### src/rtl/rtc_timer_10ms.sv
// Base time reference for the stopwatch: square wave inverted every TOGGLE_COUNT
// enabled clocks, plus a one-cycle strobe marking each inversion.
module rtc_timer_10ms #(
  parameter int CLK_FREQ_HZ  = 100_000_000,
  parameter int TOGGLE_MS    = 10,
  parameter int TOGGLE_COUNT = CLK_FREQ_HZ / 1000 * TOGGLE_MS,
  localparam int CNT_W       = (TOGGLE_COUNT > 1) ? $clog2(TOGGLE_COUNT) : 1
) (
  input  logic i_sclk,
  input  logic i_reset,
  input  logic i_timerenb,
  output logic o_base_tick,
  output logic o_tick_pulse
);

  generate
    if (TOGGLE_COUNT < 1) begin : g_bad_count
      $error("rtc_timer_10ms: TOGGLE_COUNT must be >= 1");
    end
  endgenerate

  localparam logic [CNT_W-1:0] TERM_CNT = CNT_W'(TOGGLE_COUNT - 1);

  logic [CNT_W-1:0] cnt_q;
  logic [CNT_W-1:0] cnt_d;
  logic             tick_q;
  logic             tick_d;
  logic             pulse_q;
  logic             pulse_d;

  // A paused counter keeps its partial count so every inversion costs exactly TOGGLE_COUNT enabled edges.
  always_comb begin
    cnt_d   = cnt_q;
    tick_d  = tick_q;
    pulse_d = 1'b0;
    if (i_timerenb) begin
      if (cnt_q == TERM_CNT) begin
        cnt_d   = {CNT_W{1'b0}};
        tick_d  = ~tick_q;
        pulse_d = 1'b1;
      end else begin
        cnt_d   = cnt_q + CNT_W'(1);
        tick_d  = tick_q;
        pulse_d = 1'b0;
      end
    end else begin
      cnt_d   = cnt_q;
      tick_d  = tick_q;
      pulse_d = 1'b0;
    end
  end

  // State registers; reset overrides enable.
  always_ff @(posedge i_sclk) begin
    if (i_reset) begin
      cnt_q   <= {CNT_W{1'b0}};
      tick_q  <= 1'b0;
      pulse_q <= 1'b0;
    end else begin
      cnt_q   <= cnt_d;
      tick_q  <= tick_d;
      pulse_q <= pulse_d;
    end
  end

  assign o_base_tick  = tick_q;
  assign o_tick_pulse = pulse_q;

endmodule

### config.mk
export PLATFORM = sky130hd
export DESIGN_NAME = rtc_timer_10ms
export DESIGN_NICKNAME = d
export VERILOG_FILES = /design/src/rtl/rtc_timer_10ms.sv
export SDC_FILE = /design/constraint.sdc
export NUM_CORES = 1
export LEC_CHECK = 0
export CAP_MARGIN = 20
export CORE_MARGIN = 4
export CORE_UTILIZATION = 55
export DETAILED_ROUTE_END_ITERATION = 12
export PLACE_DENSITY = 0.74
export SYNTH_ARGS = -nofsm -noshare
export SYNTH_HDL_FRONTEND = slang
export SYNTH_SLANG_ARGS = --single-unit
### constraint.sdc
create_clock -name i_sclk -period 2.4 [get_ports i_sclk]
set_input_delay 0.36 -clock i_sclk [delete_from_list [all_inputs] [get_ports i_sclk]]
set_output_delay 0.36 -clock i_sclk [all_outputs]
set_load 0.01 [all_outputs]
==> metrics.txt, run 1 <==
final count of pins violating max slew 0; crit-path cells clkdlybuf4s50_1 -> buf_4 -> and3_1 -> nand4_1 -> or4_1 -> a21oi_1; pwr/cell area 613 nW/um2; max frequency 0.522 GHz; crit path kind in -> reg; GPL Wtd Cong 0.734; Period minus WS final 1.91 ns; grt ovf 0; Mapped Avg Cell Area 8.77 um2; Worst path max stage delay 0.52 ns; CP arrival 2.16 ns; flop-to-flop setup slack 0.53 ns; CTS tree done; Skew-Pair Late Insertion Delay 0.30 ns; Starting Density 61.1%; VDD IR max 445 uV; largest net degree at the start of global routing 21; Setup Buffers After CTS 0; First DRT Iteration DRCs 10; fraction of registers with async set/reset 0%; # IOs 5; vias post-DR 790; clock tree buffer depth 2; Die Height 50.1 um; Rows 14; drt total wl 1780 um; endpoints failing setup 0; Layout Nets 123; first-pass GRT wire length 3150 um; drt drc 0; ANT cells 0; Hold Crit Depth 2; Final Cycle Share 79.8%; die area 2510 um2; WL/cell 12.5 um; Ys Warns 0; IO buf count 4; most common library cells after synthesis 22 x dfxtp_1, 15 x nor2_1, 8 x a21oi_1, 8 x nand3_1; CTS hold repair buffers 0; # resized after CTS 0; CP required 2.64 ns; unrepaired setup endpoints after global routing false; Routed Antenna Nets 0; Hold Path Class reg -> reg; final setup margin 0.485 ns; maxcap violations 0; hold path endpoint cnt_q[18]; top cell type's share of synthesized area 45.2%; Netlist cell types 24; worst-path maximum fanout 6; Final Hold Fails 0; total CTS buffers 3; largest area contributor in the netlist dfxtp_1; Post-synth top flop dfxtp_1; pre-CTS setup slack 0.191 ns; top-count cell post-synth dfxtp_1; vias in the first global route 726; type of origin of the critical path input port; Worst R2R End cnt_q[4]; Placed Area 1050 um2; Slowest cell on crit path or4_1; drt first pass iters 4; clock sinks 22; Max H-tree Level 1; Synth Instances 111; Lkg Pwr 0.369 nW; Via density 5.56; layout cells sized above 1 7.63%; post-DP HPWL 1290 um; reg2reg start cnt_q[0]; Post-synth EDFFs 0; largest cells by area after synthesis dfxtp_1 45%, xor2_1 6.3%, nor2_1 5.8%; Yosys reg bits 22; R2R depth 6; Worst Hold Slack 0.497 ns; core area 1590 um2; GR Util All Layers 15.9%; Final Skew 0.00875 ns; worst min-delay path startpoint cnt_q[18]; Synth-to-Final Area Change 12.9%; clock transition at the registers of the reported paths 0.12 ns; post-route design area 1100 um2; CTS root buf clkbuf_4; initial antenna violation count 0; Seq/Total Area, Yosys 45.2%; outcome finished, final reports clean; Cell Area, Synth 973 um2; worst-margin pin slew 0.290 ns; CP Launch Point i_timerenb; Die Wd 50.1 um; Slew HR 80.4%; TNS Setup 0 ns; critical path endpoint category register; Synth Net Count 115
cells in the final DEF, fill, tap and decap left out, types with 3 or more instances in the layout:
cell type,netlist,layout
or3_1,5,5
dfxtp_1,22,22
nand2_1,4,4
clkdlybuf4s50_1,0,4
xor2_1,7,7
a21oi_1,8,8
nand4_1,7,7
nor2_1,15,15
xnor2_1,5,5
clkbuf_4,0,3
buf_4,0,3
nand3_1,8,8
o21ai_0,6,6
and3_1,4,4
final cells by class:
class,instances,area [um2]
Clock inverter,1,30.0
Inverter,2,7.51
Fill cell,130,495
Tap cell,24,30.0
Clock buffer,3,22.5
Multi-Input combinational cell,83,505
Timing Repair Buffer,7,62.6
Sequential cell,22,440
per-stage QoR:
step | std cells | util [%] | power (mW)
floorplan | 111 | - | 0.392
global placement | 138 | 65.6 | 0.401
detailed placement | 138 | 65.6 | 0.401
CTS | 142 | 68.9 | 0.682
global route | 142 | 68.9 | 0.704
finish | 142 | 68.9 | 0.674
how the worst max path moves through the flow:
stage,endpoint,slack [ns]
3_3_place_gp,cnt_q[18],0.21
6_report,cnt_q[18],0.49
2_1_floorplan,o_base_tick,0.72
5_1_grt,cnt_q[18],0.34
3_5_place_dp,cnt_q[18],0.19
4_1_cts,cnt_q[18],0.51
where the power goes:
| part | internal [mW] | leakage, nW | switching [mW] |
|---|---|---|---|
| clock | 0.169 | 0.0279 | 0.112 |
| sequential | 0.369 | 0.178 | 0.00282 |
| combinational | 0.0105 | 0.164 | 0.0111 |
routing by layer:
layer | part of all wire, % | wire [um] | global-route usage, %
met5 | 0 | 0 | 0
met4 | 0 | 0 | 4.15
met3 | 2.7 | 48 | 3.61
met2 | 46 | 826 | 26.3
met1 | 51 | 908 | 20.4
sequential cells by signal (all words and copies together) (netlist names):
| signal | cells |
|---|---|
| cnt_q | 20 |
| o_base_tick | 1 |
| o_tick_pulse | 1 |
worst max-delay path: cells and delay by family:
| family | cells | cell delay [ns] |
|---|---|---|
| and+or+nand+nor | 3 | 1.02 |
| AOI/OAI and AO/OA | 1 | 0.14 |
| buffers and inverters | 2 | 0.63 |
cells by family after synthesis:
| group | count (synthesis) | synth area share [%] |
|---|---|---|
| mux | 1 | 1.03 |
| fa+ha+maj | 1 | 1.29 |
| flops | 22 | 45.2 |
| compound gates | 17 | 9.51 |
| buf+inv | 6 | 2.83 |
| simple gates | 52 | 29.3 |
| xor+xnor | 12 | 10.8 |
No activity file was read; power rests on OpenSTA's default activity.
==> run 2: changes to the inputs <==
==> constraint.sdc (replaced) <==
create_clock -name i_sclk -period 1.95 [get_ports i_sclk]
set_input_delay 0.2925 -clock i_sclk [delete_from_list [all_inputs] [get_ports i_sclk]]
set_output_delay 0.2925 -clock i_sclk [all_outputs]
set_load 0.01 [all_outputs]
==> run 2 against run 1 <==
  * Clock power grew 21%
  * Final cell count increased by 4.2%
  * Combinational power rose by 39%
  * First-iteration DRC count up 70%
==> metrics.txt, run 2 (synthesized netlist as in run 1, its figures left out) <==
outcome finished, final reports clean; Via density 5.66; clock tree buffer depth 2; critical path endpoint category register; final setup margin 0.0875 ns; ANT cells 0; Power Total 0.828 mW; Layout Nets 129; Final Skew 0.00131 ns; layout cells sized above 1 12.9%; # IOs 5; WL/cell 13.3 um; CTS hold repair buffers 0; commonest cells after routing, fill and taps aside 21 x dfxtp_1, 15 x nor2_1, 9 x buf_4, 8 x nand3_1, 8 x a21oi_1; initial antenna violation count 0; final core utilization 71.8%; CP Launch Point cnt_q[0]; CTS root buf clkbuf_4; Starting Density 61.1%; clock transition at the registers of the reported paths 0.12 ns; max reg flops 20; Skew-Pair Late Insertion Delay 0.30 ns; vias in the first global route 815; drt first pass iters 4; Die Height 50.1 um; max frequency 0.537 GHz; first-pass GRT wire length 3440 um; grt ovf 0; worst min-delay path startpoint cnt_q[18]; reg2reg start cnt_q[0]; CP arrival 2.10 ns; post-DP HPWL 1480 um; Slew HR 80.2%; largest net degree at the start of global routing 14; Routed Antenna Nets 0; pre-CTS setup slack -0.0640 ns; IO buf count 4; type of origin of the critical path register; pwr/cell area 723 nW/um2; TNS Setup 0 ns; commonest non-fill, non-tap cell in the layout dfxtp_1; vias post-DR 838; Hold Path Class reg -> reg; Lkg Pwr 0.400 nW; GPL Wtd Cong 0.755; filler cell count 128; drt total wl 1970 um; Final Hold Fails 0; GR Util All Layers 17.8%; CTS tree done; Die Wd 50.1 um; crit path kind reg -> reg; total CTS buffers 3; CP required 2.19 ns; maxcap violations 0; First DRT Iteration DRCs 17; die area 2510 um2; Max H-tree Level 1; Period minus WS final 1.86 ns; endpoints failing setup 0; Synth-to-Final Area Change 17.6%; drt drc 0; worst-margin pin slew 0.293 ns; VDD IR max 438 uV; worst-path maximum fanout 4; final count of pins violating max slew 0; core area 1590 um2; unrepaired setup endpoints after global routing false; Rows 14; clock sinks 22; Final Cycle Share 95.5%; Most flops, register cnt_q
==> run 2: changes by cell type in the layout (fill, tap and decap cells not counted) <==
cell / before / now
dfxtp_2: 0 / 1
buf_4: 3 / 9
dfxtp_1: 22 / 21
==> run 2: critical path, cell delays in order (launching register included) <==
cell and delay (ns):
dfxtp_1 0.38, ha_1 0.20, nand3_1 0.11, or4_4 0.58, or3_1 0.37, a21oi_1 0.16
==> run 2: power by group <==
part	switching, mW	leakage [nW]	internal [mW]
Clock	0.132	0.0279	0.208
Combinational	0.0146	0.194	0.0154
Sequential	0.00384	0.178	0.454
Total	0.151	0.400	0.677
==> run 2: per-stage QoR <==
stage / cells / area, um2 / hold slack, ns
final: 148 / 1140 / 0.495
after global placement: 144 / 1090 / 0.469
after floorplan: 111 / 973 / 0.362
after detailed placement: 144 / 1090 / 0.475
after global routing: 148 / 1140 / 0.524
after CTS: 148 / 1140 / 0.493
==> run 2: path summary, 6_finish.rpt <==
kind / end / slack [ns] / cells after the start
worst max-delay path: o_base_tick / 0.09 / 5
worst min-delay path: cnt_q[18] / 0.49 / 2
worst max register to register: o_base_tick / 0.09 / 5
worst min register to register: cnt_q[18] / 0.49 / 2
==> run 2: timing repair <==
item                                    in CTS  in global routing
endpoints found under the setup margin       0                  1
hold endpoints to repair                     0                  0
setup buffers                                0                  0
resized for setup                            0                  1
==> run 2: routing by layer <==
layer  up-vias  global-route usage, %  share of wire, %
met5         -                      0                 0
met4         0                   8.29               1.3
met3         4                   2.71               1.8
met2         9                   28.0                48
met1       395                   23.4                49
li1        430                      -                 -
==> run 2: area by class of cell <==
cell class	instances	area (um2)	share of cell area, %
clock buffers	3	22.5	1.97
flip-flops and latches	22	442	38.6
clock inverters	1	30.0	2.62
repair buffers	13	108	9.40
inverters	2	7.51	0.656
multi-input cells	83	505	44.2
well taps	24	30.0	2.62
